**src/rtl/counter_pkg.sv**
```systemverilog
`default_nettype none
// ============================================================================
// Module   : counter_pkg
// Purpose  : Shared definitions for the counter_nb timebase family.
//            - clog2() sizes prescaler phase registers.
//            - DIR_UP / DIR_DOWN encode the count direction input.
// Ports    : none (package)
// Revision : 1.0 - initial release
// ============================================================================
package counter_pkg;

  localparam logic DIR_UP   = 1'b1;
  localparam logic DIR_DOWN = 1'b0;

  // Ceiling log2; returns 0 for values <= 1. Bounded loop keeps it elaborable.
  function automatic int clog2(input int value);
    int r;
    r = 0;
    for (int i = 0; i < 31; i++) begin
      if ((1 << i) < value) r = i + 1;
    end
    return r;
  endfunction

endpackage : counter_pkg
`default_nettype wire

```
**src/rtl/counter_nb_prescaler.sv**
```systemverilog
`default_nettype none
// ============================================================================
// Module   : prescaler
// Purpose  : Enable-gated clock prescaler. Emits a one-cycle tick on every
//            DIV-th enabled clock. Reusable by other timebase blocks.
// Ports    : clk   - rising-edge clock
//            rst_n - synchronous active-low reset (phase -> 0)
//            en    - advances the phase; phase holds when low
//            clr   - synchronous phase clear
//            tick  - en && (phase == DIV-1), combinational
// Params   : DIV   - prescale factor, 1..65536
// Revision : 1.0 - initial release
// ============================================================================
module prescaler
  import counter_pkg::*;
#(
  parameter int DIV = 1
) (
  input  logic clk,
  input  logic rst_n,
  input  logic en,
  input  logic clr,
  output logic tick
);

  if (DIV == 1) begin : g_div1
    // No phase to keep: every enabled clock is a tick.
    logic w_unused;
    assign w_unused = ^{clk, rst_n, clr};
    assign tick     = en;
  end else begin : g_divn
    localparam int            c_PW   = clog2(DIV);
    localparam logic [c_PW-1:0] c_LAST = c_PW'(DIV - 1);

    logic [c_PW-1:0] r_phase_q;
    logic [c_PW-1:0] w_phase_d;
    logic            w_last;

    assign w_last = (r_phase_q == c_LAST);
    assign tick   = en && w_last;

    always_comb begin
      w_phase_d = r_phase_q;
      if (clr) begin
        w_phase_d = '0;
      end else if (en) begin
        w_phase_d = w_last ? '0 : r_phase_q + 1'b1;
      end
    end

    always_ff @(posedge clk) begin
      if (!rst_n) begin
        r_phase_q <= '0;
      end else begin
        r_phase_q <= w_phase_d;
      end
    end
  end

endmodule : prescaler
`default_nettype wire

```
**src/rtl/counter_nb.sv**
```systemverilog
`default_nettype none
// ============================================================================
// Module   : counter_nb
// Purpose  : Parametrised modulo-(MAX+1) up/down counter with count enable,
//            synchronous load (clamped to MAX), prescaler, terminal-count and
//            wrap outputs. Priority per edge: reset > load > step > hold.
// Ports    : clk      - rising-edge clock
//            rst_n    - synchronous active-low reset
//            en       - count enable (gates prescaler and counter)
//            up       - direction, 1 = up, 0 = down
//            load     - synchronous load strobe
//            load_val - value to load, clamped to MAX
//            q        - registered count
//            tc       - combinational terminal count
//            wrap     - registered one-cycle wrap-around pulse
// Params   : WIDTH (1..32), MAX (1..2^WIDTH-1), DIV (1..65536)
// Options  : COUNTER_NB_SAT_EN - saturate at the ends instead of wrapping;
//            wrap is then tied low.
// Revision : 1.0 - initial release
// ============================================================================
module counter_nb
  import counter_pkg::*;
#(
  parameter int WIDTH = 3,
  parameter int MAX   = 7,
  parameter int DIV   = 1
) (
  input  logic             clk,
  input  logic             rst_n,
  input  logic             en,
  input  logic             up,
  input  logic             load,
  input  logic [WIDTH-1:0] load_val,
  output logic [WIDTH-1:0] q,
  output logic             tc,
  output logic             wrap
);

  localparam logic [WIDTH-1:0] c_MAX = WIDTH'(MAX);

  logic             w_tick;
  logic             w_at_max;
  logic             w_at_zero;
  logic [WIDTH-1:0] w_load_clamped;
  logic [WIDTH-1:0] r_cnt_q;

  // Load clears the phase so the first step after a load is a full DIV away.
  prescaler #(
    .DIV (DIV)
  ) u_prescaler (
    .clk   (clk),
    .rst_n (rst_n),
    .en    (en),
    .clr   (load),
    .tick  (w_tick)
  );

  assign w_at_max       = (r_cnt_q == c_MAX);
  assign w_at_zero      = (r_cnt_q == '0);
  assign w_load_clamped = (load_val > c_MAX) ? c_MAX : load_val;

  assign q  = r_cnt_q;
  assign tc = ((up == DIR_UP) && w_at_max) || ((up == DIR_DOWN) && w_at_zero);

`ifdef COUNTER_NB_SAT_EN
  assign wrap = 1'b0;

  always_ff @(posedge clk) begin
    if (!rst_n) begin
      r_cnt_q <= '0;
    end else if (load) begin
      r_cnt_q <= w_load_clamped;
    end else if (w_tick) begin
      if (up == DIR_UP) begin
        if (!w_at_max) r_cnt_q <= r_cnt_q + 1'b1;
      end else begin
        if (!w_at_zero) r_cnt_q <= r_cnt_q - 1'b1;
      end
    end
  end
`else
  logic r_wrap_q;

  assign wrap = r_wrap_q;

  always_ff @(posedge clk) begin
    if (!rst_n) begin
      r_cnt_q  <= '0;
      r_wrap_q <= 1'b0;
    end else if (load) begin
      r_cnt_q  <= w_load_clamped;
      r_wrap_q <= 1'b0;
    end else if (w_tick) begin
      if (up == DIR_UP) begin
        r_cnt_q  <= w_at_max ? '0 : r_cnt_q + 1'b1;
        r_wrap_q <= w_at_max;
      end else begin
        r_cnt_q  <= w_at_zero ? c_MAX : r_cnt_q - 1'b1;
        r_wrap_q <= w_at_zero;
      end
    end else begin
      // Pulse lasts exactly one cycle, including across hold cycles.
      r_wrap_q <= 1'b0;
    end
  end
`endif

endmodule : counter_nb
`default_nettype wire

```
**config.mk**
```make
export PLATFORM = sky130hd
export DESIGN_NAME = counter_nb
export DESIGN_NICKNAME = d
export VERILOG_FILES = /design/src/rtl/counter_pkg.sv /design/src/rtl/counter_nb_prescaler.sv /design/src/rtl/counter_nb.sv
export SDC_FILE = /design/constraint.sdc
export NUM_CORES = 1
export LEC_CHECK = 0
export ABC_AREA = 1
export CORE_AREA = 2 2 39 41
export DETAILED_ROUTE_END_ITERATION = 8
export DIE_AREA = 0 0 41 43
export GPL_TIMING_DRIVEN = 0
export PLACE_DENSITY = 0.51
export REMOVE_ABC_BUFFERS = 1
export SETUP_SLACK_MARGIN = 0.5
export SLEW_MARGIN = 10
export SYNTH_ARGS = -nofsm -noshare
export SYNTH_HDL_FRONTEND = slang
export SYNTH_SLANG_ARGS = --single-unit
```
**constraint.sdc**
```tcl
create_clock -name clk -period 1.8 [get_ports clk]
set_clock_uncertainty 0.2 [all_clocks]
set_input_delay 0.54 -clock clk [delete_from_list [all_inputs] [get_ports clk]]
set_output_delay 0.54 -clock clk [all_outputs]
set_load 0.1 [all_outputs]
```
* Word level (Yosys, flattened, before mapping)
Cells that the tools add are included.
Cells by class: $add $sub $neg 2, magnitude comparators 1, equal/unequal tests 1, mux-type cells 7, bitwise operators 3, reductions and logical operators 6
Operator list (number):
- 3-bit 2-to-1 mux | 6
- 3-bit by 1-bit adder with 3-bit output, second input constant | 1
- 3-bit == test, second input constant | 1
- 3-bit > comparator, second input constant | 1
- 3-bit logical NOT | 1
- 1-bit NOT | 3
- 3-bit OR reduction | 1
- 3-bit by 1-bit subtractor with 3-bit output, second input constant | 1
- 1-bit logical AND | 2
- 2-bit nonzero test | 1
- 1-bit logical OR | 1
- 1-bit 2-to-1 mux | 1
Storage, ports and cells: bits in registers 4, input port bits 8, output and inout port bits 5, logic and storage cells 22

* Longest topological paths before layout
Gate-level depths: netlist of the first run.
word-level depth 5, gate-level depth with buffers 8, gate-level depth less buffers 8

* By module
A second synthesis of the first run with hierarchy kept.
Second synthesis, totals: cells, all modules 51, area total of the unflattened synthesis 331.6 µm²
By module, submodules not included:
- counter_nb | instances 1, cells an instance 50, area each 324.1 µm², sequential area each 80.1 µm²
- prescaler | instances 1, cells an instance 1, area each 7.5 µm², sequential area each 0.0 µm²

* Worst setup path after synthesis of the first run
No wires, ideal clock.
kind register to output, from register r_cnt_q[0], in the netlist q[0], to output port tc, arrival time 2.138 ns, required time 1.060 ns, setup slack -1.078 ns, cell stages (with the launch flop) 7, path buffers 0, cell sequence dfxtp_1 > inv_1 > ha_1 > inv_1 > nor2_2 > nand2_1 > nand2_1
Between the ends: cells in the longest elaborated chain, start to end 3, elaborated cells on any way between the ends 5, those cells by class 1 x eq/ne; 4 x reduce/logical
RTL lines:
- from (decl) | RTL line counter_nb.sv:45 | logic [WIDTH-1:0] r_cnt_q;
- from (signal assigned) | RTL line counter_nb.sv:91 | r_cnt_q <= w_load_clamped;
- from (signal assigned) | RTL line counter_nb.sv:95 | r_cnt_q <= w_at_max ? '0 : r_cnt_q + 1'b1;
- from (signal assigned) | RTL line counter_nb.sv:98 | r_cnt_q <= w_at_zero ? c_MAX : r_cnt_q - 1'b1;
- 3-bit == test or 3-bit logical NOT (tied branches) | RTL line counter_nb.sv:58, counter_nb.sv:59
- 1-bit logical AND | RTL line counter_nb.sv:63 | assign tc = ((up == DIR_UP) && w_at_max) || ((up == DIR_DOWN) && w_at_zero);
- 1-bit logical OR (*) | RTL line counter_nb.sv:63
- to (decl) | RTL line counter_nb.sv:35 | output logic tc,
Every way passes the cells marked *; elsewhere a longest branch is shown, timed or not.

* Worst setup path after layout of the first run
Ends and elaborated chain as after synthesis.

==> qor.yml, run 1 <==
finalNetCount: 89
yosys.area.top_type: "nand2_1"
cts_hold_buffers: 0
die_h_um: 43
core_mm2: 0.00138
reg2reg_to: "q[2]"
cts.path.max_buffers: 2
final_core_util: 0.499
wl_per_cell_um: 8.97
final_common_cell: "nand2_1"
post-route-period-util: 1.09
cellInternalPower_uw: 268
tns_ns: -0.155
cp_common_cell: "nand2_2"
drt-total-wl_um: 816
num_rows: 14
syn_area_um2: 324
crit_cells: 7
yosysSeqAreaShare: 0.247
avgSynthCellArea_um2: 6.48
drc: 0
cts_tree: "built"
power_frac_comb: 0.505
rrSetupSlack_ns: 0.29
yosysUniqueCellTypes: 12
r2r_cells: 8
num_antenna_cells: 0
cp.required_ns: 1.06
hpwl_um: 536
crit_fanout: 3
p_clk_frac: 0.245
clock_latency_ns: 0.23
vias: 367
startpoint_type: "register"
min_path_type: "reg2reg"
antenna_left: 0
power_switching_uw: 167
worstPathArrival_ns: 1.22
fin_crit_ns: 1.96
power_density_mw_per_mm2: 629
grt-ovfl-total: 0
grt_max_degree: 6
synth_top_area_frac: 0.255
final_max_slew_viol_count: 0
crit_family: "flip-flops"
globalplace.congestion: 0.714
drive_gt1_frac: 0.520
synth_warnings: 0
crit_end: "tc"
area_delta_synth_final_pct: 113
cts_max_level: 1
finalWorstSetupSlack_ns: -0.155
grt_pass1_vias: 338
post_synth_inst_count: 50
synth_area_leaders: "nand2_1 (25%), dfxtp_1 (25%), ha_1 (15%), inv_1 (6.9%), nand3b_4 (6.2%)"
antenna_found_initial: 0
peakVddDrop_mv: 0.305
layout_common_cells: "nand2_1 (19), buf_4 (7), nor2_1 (5), buf_12 (5)"
post-route-cell-area_um2: 691
synth_seq_cells: 4
total_power_uw: 434
fillers: 138
fp.dieArea_mm2: 0.00176
whs_ns: 0.397
setup_viol: 1
cts_buffers: 3
cts_sinks: 4
rsz0062_at_grt: "yes"
critPathMaxStageDelay_ns: 0.36
via_per_inst: 4.03
max_freq_ghz: 0.512
placed_area_um2: 464
dr.pass1.iters: 3
numPortBuffers: 12
violations: "negative setup slack"
finalHoldViolations: 0
cp-end-kind: "primary output"
worst_path_max_delay_cell: "dfxtp_4"
crit-reg2reg-launch: "q[0]"
pin_count: 13
slew_headroom: 0.854
initial_core_util: 0.234
crit_start: "q[0]"
cp.buffers_inverters: 3
drv_cap: 0
clockRootBuffer: "clkbuf_4"
area.sequential_um2: 92.6
grt.total_usage: 0.111
worst_slew_pin_slew_ns: 0.217
leakagePower_nw: 0.351
seqPwrFrac: 0.249
p_sw_frac: 0.384
crit_path_cell_trace: "inv_4 -> ha_4 -> inv_2 -> nor2_4 -> nand2_2 -> nand2_2 -> buf_12"
crit_type: "reg2out"
drt_iter0_drc: 2
die_x_um: 41
grt_first_pass_wirelength_um: 1320
multiInputGateArea_um2: 277
status: "finished, violations left"
cts.clk_slew.worst_paths_ns: 0.04
-- synth_stat cells (all sizes together) --
master  number
nand2       22
ha           4
o21ai        2
nor2         7
a21oi        1
inv          7
xnor2        1
dfxtp        4
nand3        1
nand3b       1
-- per-stage QoR --
step,instances,worst slack [ns]
after floorplan,50,-1.08
after global placement,78,-1.34
after detailed placement,78,-1.33
after CTS,88,-0.181
after global routing,91,-0.201
final,91,-0.155
-- worst register-to-register path, stage by stage (launching register included) --
cell and delay [ns]:
dfxtp_4 0.37, inv_4 0.05, buf_4 0.12, buf_4 0.12, ha_1 0.19, xnor2_1 0.17, nand2_1 0.09, nand2_1 0.06
nand2_1 0.04
-- cells by family after synthesis --
group,Yosys count,synth area share
AND/OR/NAND/NOR,31,0.444
flip-flops,4,0.247
AO/OA/AOI/OAI,3,0.0463
adder cells (fa/ha/maj),4,0.154
XOR/XNOR,1,0.0270
buffers and inverters,7,0.0811
-- power groups by stage --
| stage | clock, mW | combinational, mW | sequential [mW] |
|---|---|---|---|
| floorplan | 0 | 0.0606 | 0.149 |
| global placement | 0 | 0.149 | 0.106 |
| detailed placement | 0 | 0.149 | 0.106 |
| CTS | 0.111 | 0.205 | 0.107 |
| global route | 0.117 | 0.233 | 0.110 |
| finish | 0.106 | 0.219 | 0.108 |
-- cell type report --
| cell class | count | area share |
|---|---|---|
| tap | 16 | 0.0290 |
| clock buffer | 3 | 0.0326 |
| inverter | 7 | 0.0453 |
| multi-input combinational | 39 | 0.400 |
| timing repair buffer | 22 | 0.359 |
| sequential | 4 | 0.134 |
-- worst min-delay path by stage --
stage | to | start | depth (start not counted) | slack, ns
after floorplan | q[0] | rst_n | 2 | 0.45
after global placement | q[0] | q[0] | 3 | 0.36
after detailed placement | q[0] | q[0] | 3 | 0.35
after CTS | q[1] | q[1] | 4 | 0.39
after global routing | q[2] | q[2] | 4 | 0.45
final | q[1] | q[1] | 4 | 0.40
-- repair_timing --
item / 4_1_cts / 5_1_grt
setup endpoints to repair: 9 / 9
cloned: 0 / 0
hold endpoints to repair: 0 / 0
pin swaps: 3 / 4
resized for setup: 72 / 8
setup buffers: 7 / 3
-- registers in the layout, indices dropped and copies added (netlist names) --
name / cells
q: 3
wrap: 1
-- layer usage --
metal,vias to the layer above,track usage,part of all wire
li1,203,-,-
met1,155,0.132,0.38
met2,7,0.181,0.58
met3,2,0,0.023
met4,0,0.0800,0.011
met5,-,0,0
No activity file was read; power rests on OpenSTA's default activity.
==> inputs of run 2 (changes only) <==
--- a/config.mk
+++ b/config.mk
@@ -7,6 +7,7 @@
 export LEC_CHECK = 0
 export ABC_AREA = 1
 export CORE_AREA = 2 2 39 41
+export CTS_CLUSTER_DIAMETER = 40
 export DETAILED_ROUTE_END_ITERATION = 8
 export DIE_AREA = 0 0 41 43
 export GPL_TIMING_DRIVEN = 0
==> constraint.sdc (replaced) <==
create_clock -name clk -period 2.4 [get_ports clk]
set_clock_uncertainty 0.2 [all_clocks]
set_input_delay 0.72 -clock clk [delete_from_list [all_inputs] [get_ports clk]]
set_output_delay 0.72 -clock clk [all_outputs]
set_load 0.1 [all_outputs]
==> qor.yml, run 2 (synthesis gave the netlist of run 1 again) <==
status: "completed"
antenna_found_initial: 0
vias: 354
worst_slew_pin_slew_ns: 0.484
grt_pass1_vias: 325
total_power_uw: 301
busiest_layer: "met2"
r2r_cells: 8
cts.clk_slew.worst_paths_ns: 0.04
rsz0062_at_grt: "yes"
dr.pass1.iters: 3
drt_iter0_drc: 2
whs_ns: 0.395
cts_max_level: 1
core_mm2: 0.00138
cts_hold_buffers: 0
hpwl_um: 536
pre_cts_ws_ns: -1.09
drive_gt1_frac: 0.472
globalplace.congestion: 0.714
initial_core_util: 0.234
crit_fanout: 5
fp.dieArea_mm2: 0.00176
clock_latency_ns: 0.23
grt.total_usage: 0.105
layout_common_cells: "nand2_1 (19), buf_4 (8), clkdlybuf4s50_1 (6)"
cts.path.max_buffers: 2
grt_use_met1: 0.119
wl_per_cell_um: 8.82
reg2reg_to: "q[2]"
peakVddDrop_mv: 0.248
num_antenna_cells: 0
crit_type: "in2out"
startpoint_type: "input port"
largest_register_ffs: 3
num_rows: 14
gr-usage-met2: 0.175
max_freq_ghz: 0.466
grt-ovfl-total: 0
drv_cap: 0
cts_tree: "built"
final_max_slew_viol_count: 0
cts_buffers: 3
pin_count: 13
die_x_um: 41
grt_first_pass_wirelength_um: 1260
drt-total-wl_um: 776
drc: 0
final_core_util: 0.435
clockRootBuffer: "clkbuf_4"
antenna_left: 0
grt_max_degree: 7
setup_viol: 0
rrSetupSlack_ns: 0.91
crit_start: "up"
grtUsageMet3: 0
numPortBuffers: 12
crit-reg2reg-launch: "q[0]"
finalNetCount: 86
tns_ns: 0
finalWorstSetupSlack_ns: 0.256
crit_end: "tc"
power_density_mw_per_mm2: 501
area_delta_synth_final_pct: 85.7
slew_headroom: 0.680
cp.required_ns: 1.48
cts_sinks: 4
cp-end-kind: "primary output"
finalHoldViolations: 0
post-route-period-util: 0.893
final_common_cell: "nand2_1"
worstPathArrival_ns: 1.22
die_h_um: 43
min_path_type: "reg2reg"
fin_crit_ns: 2.14
via_per_inst: 4.02
leakagePower_nw: 0.315
## run 2: cell count changes in the layout (fill, tap and decap cells not counted), sizes merged
| cell | delta |
|---|---|
| clkdlybuf4s50 | +3 |
| clkbuf | -1 |
| dlygate4sd2 | -3 |
| buf | -2 |
## run 2: timing repair
action,CTS,global route
gates resized for setup,55,3
pin swaps,4,3
buffers inserted,5,2
endpoints found under the setup margin,5,3
## run 2: power breakdown
| group | leakage (nW) | total (mW) | switching [mW] | internal [mW] |
|---|---|---|---|---|
| Combinational | 0.267 | 0.140 | 0.0856 | 0.0545 |
| Sequential | 0.0345 | 0.0817 | 0.00962 | 0.0721 |
| Clock | 0.0138 | 0.0795 | 0.0238 | 0.0557 |
## run 2: how the worst min path moves through the flow
stage                      from  endpoint  slack (ns)  cells past startpoint
final                      q[1]      q[1]        0.40                      4
after CTS                  q[1]      q[1]        0.39                      4
after global placement     q[0]      q[0]        0.36                      3
after floorplan           rst_n      q[0]        0.63                      2
after detailed placement   q[0]      q[0]        0.35                      3
after global routing       q[1]      q[1]        0.45                      4
## run 2: per-stage QoR
stage	instances	instance area, µm²
after floorplan	50	324
after global placement	78	464
after detailed placement	78	464
after CTS	86	569
after global routing	88	602
final	88	602
## run 2: layout make-up
class	count	area (µm²)
timing repair buffer	19	166
tap	16	20.0
fill	150	782
inverter	7	31.3
clock buffer	3	22.5
sequential	4	88.8
multi-input combinational	39	273
## run 2: worst max-delay path, cell delays in order
cell and delay, ns:
buf_4 0.14, inv_2 0.06, nand2_2 0.06, nand2_2 0.08, buf_12 0.17
## run 2: per-layer routing
layer	routed length [µm]	vias up
met1	326	154
li1	-	195
met5	0	-
met4	0	0
met2	424	5
met3	25	0
